File: config.mk
export PLATFORM = sky130hd
export DESIGN_NAME = operand_fetch_flat
export DESIGN_NICKNAME = d
export VERILOG_FILES = /design/src/rtl/operand_fetch_pkg.sv /design/src/rtl/operand_fetch_if.sv /design/src/rtl/operand_fetch_wait_timer.sv /design/src/rtl/operand_fetch.sv /design/src/flat_wrapper.sv
export SDC_FILE = /design/constraint.sdc
export NUM_CORES = 1
export LEC_CHECK = 0
export ABC_AREA = 1
export CAP_MARGIN = 0
export CORE_MARGIN = 2
export CORE_UTILIZATION = 43
export DETAILED_ROUTE_END_ITERATION = 10
export PLACE_DENSITY = 0.76
export SLEW_MARGIN = 15
export SYNTH_ARGS = -nofsm -noshare
export SYNTH_HDL_FRONTEND = slang
export SYNTH_SLANG_ARGS = --single-unit
File: constraint.sdc
create_clock -name i_Clk -period 1.4 [get_ports i_Clk]
set_clock_uncertainty 0.2 [all_clocks]
set_input_delay 0.28 -clock i_Clk [delete_from_list [all_inputs] [get_ports i_Clk]]
set_output_delay 0.28 -clock i_Clk [all_outputs]
set_load 0.005 [all_outputs]
File: src/rtl/operand_fetch_pkg.sv
// operand_fetch_pkg: default datapath widths and fetch FSM state encoding
package operand_fetch_pkg;
  localparam int DEF_DATA_W = 8;
  localparam int DEF_ADDR_W = 8;
  localparam int DEF_OP_W = 4;
  typedef enum logic [2:0] {
    IDLE   = 3'd0,
    REQ_A  = 3'd1,
    WAIT_A = 3'd2,
    REQ_B  = 3'd3,
    WAIT_B = 3'd4,
    READY  = 3'd5
  } state_t;
endpackage

File: src/rtl/operand_fetch_if.sv
// operand_fetch_if: instruction, memory read and operand/action signals of the fetch stage
interface operand_fetch_if
  import operand_fetch_pkg::*;
#(
  parameter int DATA_W = DEF_DATA_W,
  parameter int ADDR_W = DEF_ADDR_W,
  parameter int OP_W = DEF_OP_W
);
  logic              i_InstrValid;
  logic              o_InstrReady;
  logic [OP_W-1:0]   i_Opcode;
  logic [ADDR_W-1:0] i_AddrA;
  logic [ADDR_W-1:0] i_AddrB;
  logic              o_MemRd;
  logic [ADDR_W-1:0] o_MemAddr;
  logic              i_MemValid;
  logic [DATA_W-1:0] i_MemData;
  logic              o_ALUOpReady;
  logic              o_DataReady;
  logic [OP_W-1:0]   o_Opcode;
  logic [DATA_W-1:0] o_OperandA;
  logic [DATA_W-1:0] o_OperandB;
  logic              i_Action;
  logic              o_Error;
  modport slave (
    input  i_InstrValid, i_Opcode, i_AddrA, i_AddrB, i_MemValid, i_MemData, i_Action,
    output o_InstrReady, o_MemRd, o_MemAddr, o_ALUOpReady, o_DataReady, o_Opcode,
           o_OperandA, o_OperandB, o_Error
  );
  modport master (
    output i_InstrValid, i_Opcode, i_AddrA, i_AddrB, i_MemValid, i_MemData, i_Action,
    input  o_InstrReady, o_MemRd, o_MemAddr, o_ALUOpReady, o_DataReady, o_Opcode,
           o_OperandA, o_OperandB, o_Error
  );
endinterface

File: src/rtl/operand_fetch_wait_timer.sv
// operand_fetch_wait_timer: memory wait counter; o_tc flags the last allowed wait cycle
module operand_fetch_wait_timer #(
  parameter int MEM_TIMEOUT = 15
) (
  input  logic i_Clk,
  input  logic i_nReset,
  input  logic i_clr,
  input  logic i_en,
  output logic o_tc
);
  localparam int CW = $clog2(MEM_TIMEOUT + 1);
  logic [CW-1:0] r_cnt;
  always_ff @(posedge i_Clk or negedge i_nReset)
    if (!i_nReset) r_cnt <= '0;
    else if (i_clr) r_cnt <= '0;
    else if (i_en) r_cnt <= r_cnt + 1'b1;
  // High while this wait cycle's increment would reach MEM_TIMEOUT
  assign o_tc = r_cnt == CW'(MEM_TIMEOUT - 1);
endmodule

File: src/rtl/operand_fetch.sv
// operand_fetch: latches a decoded instruction, reads both operands from memory, holds them until i_Action
module operand_fetch
  import operand_fetch_pkg::*;
#(
  parameter int DATA_W = DEF_DATA_W,
  parameter int ADDR_W = DEF_ADDR_W,
  parameter int OP_W = DEF_OP_W,
  parameter int MEM_TIMEOUT = 15
) (
  input logic i_Clk,
  input logic i_nReset,
  operand_fetch_if.slave bus
);
  state_t            r_state, w_next;
  logic [OP_W-1:0]   r_opcode;
  logic [ADDR_W-1:0] r_addr_a, r_addr_b, r_mem_addr;
  logic [DATA_W-1:0] r_op_a, r_op_b;
  logic              r_err;
  logic              w_accept, w_same, w_clr, w_en, w_tc, w_timeout, w_cap_a, w_cap_b;
  assign w_accept = r_state == IDLE && bus.i_InstrValid;
  assign w_same = r_addr_a == r_addr_b;
  assign w_timeout = w_en && w_tc;
  operand_fetch_wait_timer #(.MEM_TIMEOUT(MEM_TIMEOUT)) u_timer (
    .i_Clk(i_Clk),
    .i_nReset(i_nReset),
    .i_clr(w_clr),
    .i_en(w_en),
    .o_tc(w_tc)
  );
  always_comb begin
    w_next = r_state;
    w_clr = 1'b0;
    w_en = 1'b0;
    w_cap_a = 1'b0;
    w_cap_b = 1'b0;
    case (r_state)
      IDLE: w_next = bus.i_InstrValid ? REQ_A : IDLE;
      REQ_A, REQ_B: begin
        w_clr = 1'b1;
        w_next = r_state == REQ_A ? WAIT_A : WAIT_B;
      end
      WAIT_A, WAIT_B: begin
        // Equal source addresses share the single read of A
        w_cap_a = bus.i_MemValid && r_state == WAIT_A;
        w_cap_b = bus.i_MemValid && (r_state == WAIT_B || w_same);
        w_en = !bus.i_MemValid;
        w_next = bus.i_MemValid ? ((r_state == WAIT_A && !w_same) ? REQ_B : READY)
               : w_tc ? IDLE : r_state;
      end
      READY: w_next = bus.i_Action ? IDLE : READY;
      default: w_next = IDLE;
    endcase
  end
  always_ff @(posedge i_Clk or negedge i_nReset) begin
    if (!i_nReset) begin
      r_state <= IDLE;
      r_opcode <= '0;
      r_addr_a <= '0;
      r_addr_b <= '0;
      r_mem_addr <= '0;
      r_op_a <= '0;
      r_op_b <= '0;
      r_err <= 1'b0;
    end else begin
      r_state <= w_next;
      r_err <= w_timeout;
      if (w_accept) begin
        r_opcode <= bus.i_Opcode;
        r_addr_a <= bus.i_AddrA;
        r_addr_b <= bus.i_AddrB;
        r_mem_addr <= bus.i_AddrA;
      end else if (w_cap_a && !w_same) r_mem_addr <= r_addr_b;
      if (w_cap_a) r_op_a <= bus.i_MemData;
      if (w_cap_b) r_op_b <= bus.i_MemData;
    end
  end
  assign bus.o_InstrReady = r_state == IDLE;
  assign bus.o_MemRd = r_state == REQ_A || r_state == REQ_B;
  assign bus.o_MemAddr = r_mem_addr;
  assign bus.o_ALUOpReady = r_state != IDLE;
  assign bus.o_DataReady = r_state == READY;
  assign bus.o_Opcode = r_opcode;
  assign bus.o_OperandA = r_op_a;
  assign bus.o_OperandB = r_op_b;
  assign bus.o_Error = r_err;
endmodule

File: src/flat_wrapper.sv
// flat-port wrapper written by rule: the top's interface ports become plain ports
module operand_fetch_flat import operand_fetch_pkg::*;
#(
  parameter int DATA_W = DEF_DATA_W,
  parameter int ADDR_W = DEF_ADDR_W,
  parameter int OP_W = DEF_OP_W,
  parameter int MEM_TIMEOUT = 15
)
  (i_Clk, i_nReset, bus_i_InstrValid, bus_i_Opcode, bus_i_AddrA, bus_i_AddrB, bus_i_MemValid, bus_i_MemData, bus_i_Action, bus_o_InstrReady, bus_o_MemRd, bus_o_MemAddr, bus_o_ALUOpReady, bus_o_DataReady, bus_o_Opcode, bus_o_OperandA, bus_o_OperandB, bus_o_Error);
  operand_fetch_if #(.DATA_W(DATA_W), .ADDR_W(ADDR_W), .OP_W(OP_W)) bus_i ();
  input logic i_Clk;
  input logic i_nReset;
  input wire logic [$bits(bus_i.i_InstrValid)-1:0] bus_i_InstrValid;
  input wire logic [$bits(bus_i.i_Opcode)-1:0] bus_i_Opcode;
  input wire logic [$bits(bus_i.i_AddrA)-1:0] bus_i_AddrA;
  input wire logic [$bits(bus_i.i_AddrB)-1:0] bus_i_AddrB;
  input wire logic [$bits(bus_i.i_MemValid)-1:0] bus_i_MemValid;
  input wire logic [$bits(bus_i.i_MemData)-1:0] bus_i_MemData;
  input wire logic [$bits(bus_i.i_Action)-1:0] bus_i_Action;
  output wire logic [$bits(bus_i.o_InstrReady)-1:0] bus_o_InstrReady;
  output wire logic [$bits(bus_i.o_MemRd)-1:0] bus_o_MemRd;
  output wire logic [$bits(bus_i.o_MemAddr)-1:0] bus_o_MemAddr;
  output wire logic [$bits(bus_i.o_ALUOpReady)-1:0] bus_o_ALUOpReady;
  output wire logic [$bits(bus_i.o_DataReady)-1:0] bus_o_DataReady;
  output wire logic [$bits(bus_i.o_Opcode)-1:0] bus_o_Opcode;
  output wire logic [$bits(bus_i.o_OperandA)-1:0] bus_o_OperandA;
  output wire logic [$bits(bus_i.o_OperandB)-1:0] bus_o_OperandB;
  output wire logic [$bits(bus_i.o_Error)-1:0] bus_o_Error;
  assign bus_i.i_InstrValid = bus_i_InstrValid;
  assign bus_i.i_Opcode = bus_i_Opcode;
  assign bus_i.i_AddrA = bus_i_AddrA;
  assign bus_i.i_AddrB = bus_i_AddrB;
  assign bus_i.i_MemValid = bus_i_MemValid;
  assign bus_i.i_MemData = bus_i_MemData;
  assign bus_i.i_Action = bus_i_Action;
  assign bus_o_InstrReady = bus_i.o_InstrReady;
  assign bus_o_MemRd = bus_i.o_MemRd;
  assign bus_o_MemAddr = bus_i.o_MemAddr;
  assign bus_o_ALUOpReady = bus_i.o_ALUOpReady;
  assign bus_o_DataReady = bus_i.o_DataReady;
  assign bus_o_Opcode = bus_i.o_Opcode;
  assign bus_o_OperandA = bus_i.o_OperandA;
  assign bus_o_OperandB = bus_i.o_OperandB;
  assign bus_o_Error = bus_i.o_Error;
  operand_fetch #(.DATA_W(DATA_W), .ADDR_W(ADDR_W), .OP_W(OP_W), .MEM_TIMEOUT(MEM_TIMEOUT)) u_core (.i_Clk(i_Clk), .i_nReset(i_nReset), .bus(bus_i));
endmodule
==> key figures, run 1 <==
Setup path
  – Reg-to-Reg End: u_core.bus.o_OperandB[5]$_DFFE_PN0P_
  – CP Launch Point: u_core.r_state[1]$_DFFE_PN0P_
  – Slowest stage cell on the critical path: dfrtp_2
  – Worst Setup Start Kind: flop
  – Critical path class: flop to flop
  – Worst Path Required: 1390 ps
  – Worst setup path end: u_core.bus.o_OperandB[5]$_DFFE_PN0P_
  – Cells along the critical path: buf_6 -> buf_6 -> nand3_4 -> a21oi_4 -> nand2_4 -> nand2_2 -> nand2_1
  – CP most frequent cell: buf_6
  – Endpoint type of the worst setup path: flop
  – Depth of the worst register-to-register path: 7
  – Worst-path fanout max: 4
  – Worst stage delay on the critical path: 420 ps
  – FF-to-FF setup slack: -310 ps
  – Worst EP arrival: 1700 ps
  – Worst path depth: 7
  – Sum of buffers and inverters on the critical path: 2
  – Worst r2r src: u_core.r_state[1]$_DFFE_PN0P_
  – Worst path top cell family by delay: simple AND/OR/NAND/NOR gates

Floorplan
  – Die H: 78.06 um
  – Core ar.: 5205 um2
  – DIE WIDTH: 78.06 um
  – # IOs: 66
  – Initial Util: 0.4531
  – Row Count: 26
  – Total die area: 6093 um2

STA
  – Slew Viols, Final: 0
  – Hold_ws: 275.2 ps
  – PnR worst setup slack: -306.8 ps
  – Final Hold Fails: 0
  – Slew @ Worst Pin: 323.8 ps
  – Final period util: 1.219
  – Slew Limit Headroom: 0.7839
  – Final setup vio count: 56
  – Fmax: 585.9 MHz
  – Minimum clock period: 1707 ps
  – Setup TNS: -11240 ps
  – RSZ-0062 raised after global routing: yes

Global route
  – Initial antenna violation count: 0
  – Vias in the first global route: 2468
  – Global route overflow: 0
  – Largest net degree at the start of global routing: 53
  – Gr usage total: 0.2363
  – Global-route wire length before repair: 11.47 mm

Status
  – Failing checks: negative setup slack
  – Status: finished, violations left

Route
  – DR vias/cell: 4.984
  – Via count: 2452
  – Final wirelength: 7.885 mm
  – Metal-1 WL: 2.927 mm
  – Highest Signal Layer: met4
  – Antenna-violating nets left: 0
  – WL/cell: 16.03 um
  – DR iter-0 viols: 109
  – WL met3: 355 um
  – Routed wl met2: 4.392 mm
  – Router iterations before antenna repair: 4
  – # DRC: 0

Clock network
  – CTS Buf Count: 5
  – Root buf cell: clkbuf_8
  – Worst-skew pair later-pin latency: 300 ps
  – CTS clk-pin slew, worst paths: 100 ps
  – Clock Sinks: 52
  – H-tree depth: 2
  – CTS tree: yes
  – Largest buffer count on any clock path: 2

Cells and area
  – Layout Nets: 456
  – Final Util: 0.7995
  – Synth-to-layout area growth: 76.45%
  – Share of cells above drive strength 1: 0.5024
  – Filler cell count: 335
  – Ant diodes: 0

Yosys
  – Synth Instances: 276
  – Syn nets: 311
  – Yosys top cell area share: 0.5517
  – Yosys Warn Count: 0
  – Number of enable flip-flop cells after synthesis: 0
  – Mean Syn Cell Area: 8.545 um2
  – Synth cell count leaders: 131 x nand2_1, 52 x dfrtp_1, 24 x nand3_1
  – Ys async rst share: 1.000
  – Synth Flop Type: dfrtp_1
  – Most frequent cell after synthesis: nand2_1
  – Area leader, netlist: dfrtp_1
  – Top post-synthesis cells by area: dfrtp_1 55%, nand2_1 21%, nand3_1 5.1%, inv_1 2.7%, nand2_2 2.1%
  – Syn Std Cell Area: 2359 um2
  – Yosys reg bits: 52
  – Yosys cell types: 23
  – Register area share after synthesis: 0.5517

Run
  – Max-cap violation count: 0

Pwr
  – Pwr per Cell Area: 2110 nW/um2
  – Max VDD drop: 1.178 mV
  – P_leak: 2.187 nW
  – Final Power: 8.782 mW

Placement
  – DP HPWL: 3.936 mm
  – Pre-CTS WS: -295.5 ps
  – Port Buffers: 65
  – RePlAce Congestion: 0.7992

Hold path
  – Min-delay worst type: input port to async pin
[layout by cell type, fill, tap and decap left out, drive strengths merged]
cell / instances
buf: 83
nor2: 9
xnor2: 4
clkinvlp: 1
nand2: 145
nand3: 25
dlygate4sd3: 1
clkinv: 1
nor4: 1
dfrtp: 52
nor3: 1
o31ai: 1
clkdlybuf4s50: 31
ha: 2
xor2: 1
a21oi: 4
inv: 20
o21ai: 8
clkbuf: 27
clkdlybuf4s15: 5
[metal layers]
layer / GRT usage / up-vias
met3: 0.03678 / 20
met2: 0.4293 / 94
met1: 0.2822 / 1190
li1: - / 1148
met4: 0.08772 / 0
met5: 0 / -
[sequential cells by signal (all words and copies together) (netlist names)]
signal,cells
u_core.bus.o_OperandA,8
u_core.bus.o_Error,1
u_core.bus.o_Opcode,4
u_core.r_addr_a,8
u_core.u_timer.r_cnt,4
u_core.bus.o_OperandB,8
u_core.bus.o_MemAddr,8
u_core.r_state,3
u_core.r_addr_b,8
[worst min-delay path: stages]
cell,delay [ps]
dlygate4sd3_1,520
buf_2,120
buf_12,260
[stage by stage]
step                cells  area, um2
floorplan             276       2370
global placement      435       3314
detailed placement    435       3314
CTS                   475       3990
global route          492       4161
finish                492       4161
[how the worst min path moves through the flow]
stage                                               startpoint                                    to  slack [ps]  depth (start not counted)
after floorplan                                       i_nReset          u_core.bus.o_Error$_DFF_PN0_        -220                          0
after global placement                                i_nReset          u_core.bus.o_Error$_DFF_PN0_          90                          2
after detailed placement                              i_nReset   u_core.u_timer.r_cnt[3]$_DFFE_PN0P_          90                          2
after CTS                 u_core.bus.o_OperandA[6]$_DFFE_PN0P_  u_core.bus.o_OperandA[6]$_DFFE_PN0P_         280                          2
after global routing                                  i_nReset  u_core.bus.o_OperandB[5]$_DFFE_PN0P_         310                          3
final                                                 i_nReset  u_core.bus.o_OperandB[5]$_DFFE_PN0P_         280                          3
[power breakdown]
group	switching (mW)	total, mW	internal, mW	leakage [nW]
logic	2.54	5.20	2.66	1.48
clock network	0.527	0.933	0.406	0.0516
registers	0.498	2.65	2.15	0.658
total	3.57	8.78	5.22	2.19
[cell type report]
cell class                      count  area, um2  share of cell area
Sequential cell                    52       1303              0.3130
Multi-Input combinational cell    201       1343              0.3226
Timing Repair Buffer              141       1244              0.2989
Inverter                           20      88.84             0.02135
Clock inverter                      2      13.76            0.003307
Tap cell                           70      87.58             0.02105
Clock buffer                        6      82.58             0.01984
[what timing repair did]
action	4_1_cts	5_1_grt
pin swaps	37	21
setup endpoints to repair	84	79
gates cloned	4	0
hold buffers	1	0
setup buffers	28	20
endpoints found under the hold margin	52	0
resized for setup	173	65
[cells by family after synthesis]
family | synth area share
AO/OA/AOI/OAI | 0.03342
XOR/XNOR | 0.01857
adder cells (fa/ha/maj) | 0.01061
buffers and inverters | 0.05040
flip-flops | 0.5517
AND/OR/NAND/NOR | 0.3353
Power figures use the tool's default switching activity.
==> run 2, diff against run 1 <==
Settings changed: SKIP_LAST_GASP set to 1.
==> run 2 against run 1 <==
Against the previous run:
- the flow still finishes with violations (negative setup slack)
- clock power decreased by 0.4%
- critical path type unchanged
- worst setup slack lost 30 ps
- non-clock buffer count grew 2
- clock-buffer cell count did not move
- final cell count rose by 0.41%
- die area stayed put
- highest routed layer unchanged
==> key figures, run 2 (synthesis gave the netlist of run 1 again) <==
Status
  – Status: finished, violations left (unchanged)
  – Failing checks: negative setup slack (unchanged)

Pwr
  – Power share of the sequential group: 0.300 (was 0.301)
  – Sw power: 3.604 mW (was 3.566 mW)
  – P_leak: 2.210 nW (was 2.187 nW)
  – Comb pwr share: 0.595 (was 0.592)
  – Final Power: 8.883 mW (was 8.782 mW)
  – Pint: 5.279 mW (was 5.216 mW)
  – Switching Share: 0.4057 (was 0.4061)
  – Clk pwr share: 0.105 (was 0.106)
  – Pwr per Cell Area: 2122 nW/um2 (was 2110 nW/um2)
  – Max VDD drop: 1.184 mV (was 1.178 mV)

Placement
  – Port Buffers: 65 (unchanged)
  – DP HPWL: 3.936 mm (unchanged)
  – RePlAce Congestion: 0.7992 (unchanged)
  – Dpl cell area: 3314 um2 (unchanged)

Route
  – Highest Signal Layer: met4 (unchanged)
  – DR vias/cell: 5.043 (was 4.984)
  – Antenna-violating nets left: 0 (unchanged)
  – DR iter-0 viols: 98 (was 109)
  – # DRC: 0 (unchanged)
  – Router iterations before antenna repair: 4 (unchanged)
  – Via count: 2491 (was 2452)
  – WL/cell: 16.39 um (was 16.03 um)
  – Routed wl met2: 4.444 mm (was 4.392 mm)
  – WL met3: 336 um (was 355 um)
  – Metal-1 WL: 3.124 mm (was 2.927 mm)
  – Final wirelength: 8.098 mm (was 7.885 mm)

STA
  – PnR worst setup slack: -336.3 ps (was -306.8 ps)
  – Final Hold Fails: 0 (unchanged)
  – Minimum clock period: 1736 ps (was 1707 ps)
  – Final period util: 1.240 (was 1.219)
  – Slew Limit Headroom: 0.7763 (was 0.7839)
  – RSZ-0062 raised after global routing: yes (unchanged)
  – Final setup vio count: 56 (unchanged)
  – Slew Viols, Final: 0 (unchanged)
  – Fmax: 575.9 MHz (was 585.9 MHz)
  – Hold_ws: 289.6 ps (was 275.2 ps)
  – Slew @ Worst Pin: 332.8 ps (was 323.8 ps)
  – Setup TNS: -11930 ps (was -11240 ps)

Clock network
  – H-tree depth: 2 (unchanged)
  – CTS clk-pin slew, worst paths: 90 ps (was 100 ps)
  – Largest buffer count on any clock path: 2 (unchanged)
  – CTS tree: yes (unchanged)
  – Root buf cell: clkbuf_8 (unchanged)
  – CTS Buf Count: 5 (unchanged)
  – Worst-skew pair later-pin latency: 310 ps (was 300 ps)
  – Clock Sinks: 52 (unchanged)

Setup path
  – Reg-to-Reg End: u_core.bus.o_OperandB[7]$_DFFE_PN0P_ (was u_core.bus.o_OperandB[5]$_DFFE_PN0P_)
  – Worst Path Required: 1390 ps (about the same)
  – Worst path top cell family by delay: simple AND/OR/NAND/NOR gates (unchanged)
  – Worst path depth: 7 (unchanged)
  – Worst stage delay on the critical path: 430 ps (was 420 ps)
  – CP most frequent cell: nand2_1 (was buf_6)
  – Critical path class: flop to flop (unchanged)
  – Worst-path fanout max: 4 (unchanged)
  – Worst Setup Start Kind: flop (unchanged)
  – CP Launch Point: u_core.r_state[0]$_DFFE_PN0P_ (was u_core.r_state[1]$_DFFE_PN0P_)
  – Worst setup path end: u_core.bus.o_OperandB[7]$_DFFE_PN0P_ (was u_core.bus.o_OperandB[5]$_DFFE_PN0P_)
  – Slowest stage cell on the critical path: dfrtp_1 (was dfrtp_2)
  – FF-to-FF setup slack: -340 ps (was -310 ps)
  – Sum of buffers and inverters on the critical path: 2 (unchanged)
  – Worst EP arrival: 1730 ps (was 1700 ps)
  – Depth of the worst register-to-register path: 7 (unchanged)
  – Worst r2r src: u_core.r_state[0]$_DFFE_PN0P_ (was u_core.r_state[1]$_DFFE_PN0P_)
  – Endpoint type of the worst setup path: flop (unchanged)
  – Cells along the critical path: inv_2 -> buf_6 -> nand3_4 -> a21oi_4 -> nand2_4 -> nand2_1 -> nand2_1 (was buf_6 -> buf_6 -> nand3_4 -> a21oi_4 -> nand2_4 -> nand2_2 -> nand2_1)

Cells and area
  – Ant diodes: 0 (unchanged)
  – Layout Nets: 458 (was 456)
  – Final instance area: 4185 um2 (was 4161 um2)
  – Commonest non-fill, non-tap cell in the layout: nand2_1 (unchanged)
  – Share of cells above drive strength 1: 0.5118 (was 0.5024)
  – Synth-to-layout area growth: 77.45% (was 76.45%)
  – Most frequent cells in the layout: 84 x nand2_1, 51 x dfrtp_1, 47 x buf_4 (was 82 x nand2_1, 51 x dfrtp_1, 46 x buf_4)

Global route
  – Global route overflow: 0 (unchanged)
  – Vias in the first global route: 2416 (was 2468)
  – Largest net degree at the start of global routing: 53 (unchanged)
  – Gr usage total: 0.2346 (was 0.2363)
  – Global-route wire length before repair: 11.38 mm (was 11.47 mm)
  – Initial antenna violation count: 0 (unchanged)

Floorplan
  – Initial Util: 0.4531 (unchanged)
  – Die H: 78.06 um (unchanged)
  – DIE WIDTH: 78.06 um (unchanged)
  – # IOs: 66 (unchanged)
  – Total die area: 6093 um2 (unchanged)
  – Core ar.: 5205 um2 (unchanged)
  – Row Count: 26 (unchanged)

Run
  – Max-cap violation count: 0 (unchanged)

Hold path
  – Min-delay worst type: input port to async pin (unchanged)
[run 2: area by class of cell]
type | count | area [um2]
clock buffers | 6 | 82.58
fillers | 334 | 1020
flip-flops and latches | 52 | 1303
clock inverters | 2 | 13.76
repair buffers | 143 | 1266
inverters | 20 | 88.84
well taps | 70 | 87.58
multi-input cells | 201 | 1344
[run 2: power by group through the flow]
stage                     clock network (mW)  registers, mW  logic, mW
after floorplan                            0           2.58       1.61
after global placement                     0           2.57       3.33
after detailed placement                   0           2.59       3.41
after CTS                              0.928           2.58       4.47
after global routing                   0.994           2.72       5.66
final                                  0.929           2.67       5.29
[run 2: tightest hold or removal path: cells and delay by family]
family	cells	cell delay (ps)
buffers and inverters	3	900
[run 2: per-layer routing]
layer / global-route usage / vias up
met1: 0.2883 / 1212
li1: - / 1154
met4: 0.06667 / 0
met2: 0.4302 / 103
met3: 0.03218 / 22
met5: 0 / -
[run 2: how the worst min path moves through the flow]
| stage | depth (start not counted) | end |
|---|---|---|
| after floorplan | 0 | u_core.bus.o_Error$_DFF_PN0_ |
| after global placement | 2 | u_core.bus.o_Error$_DFF_PN0_ |
| after detailed placement | 2 | u_core.u_timer.r_cnt[3]$_DFFE_PN0P_ |
| after CTS | 2 | u_core.bus.o_OperandA[6]$_DFFE_PN0P_ |
| after global routing | 3 | u_core.bus.o_Opcode[3]$_DFFE_PN0P_ |
| final | 3 | u_core.u_timer.r_cnt[3]$_DFFE_PN0P_ |
[run 2: timing repair]
action,CTS,global route
pin swaps,37,27
buffers inserted,28,21
hold buffers,1,0
endpoints found under the setup margin,84,80
cloned,4,1
endpoints found under the hold margin,52,0
resized for setup,168,74
[run 2: metrics by stage]
stage | cells | utilization | setup WS, ps
4_1_cts | 475 | 0.7635 | -204.3
3_5_place_dp | 435 | 0.6368 | -295.5
6_report | 494 | 0.8041 | -336.3
3_3_place_gp | 435 | 0.6368 | -279.9
2_1_floorplan | 276 | - | -43.58
5_1_grt | 494 | 0.8041 | -370.1
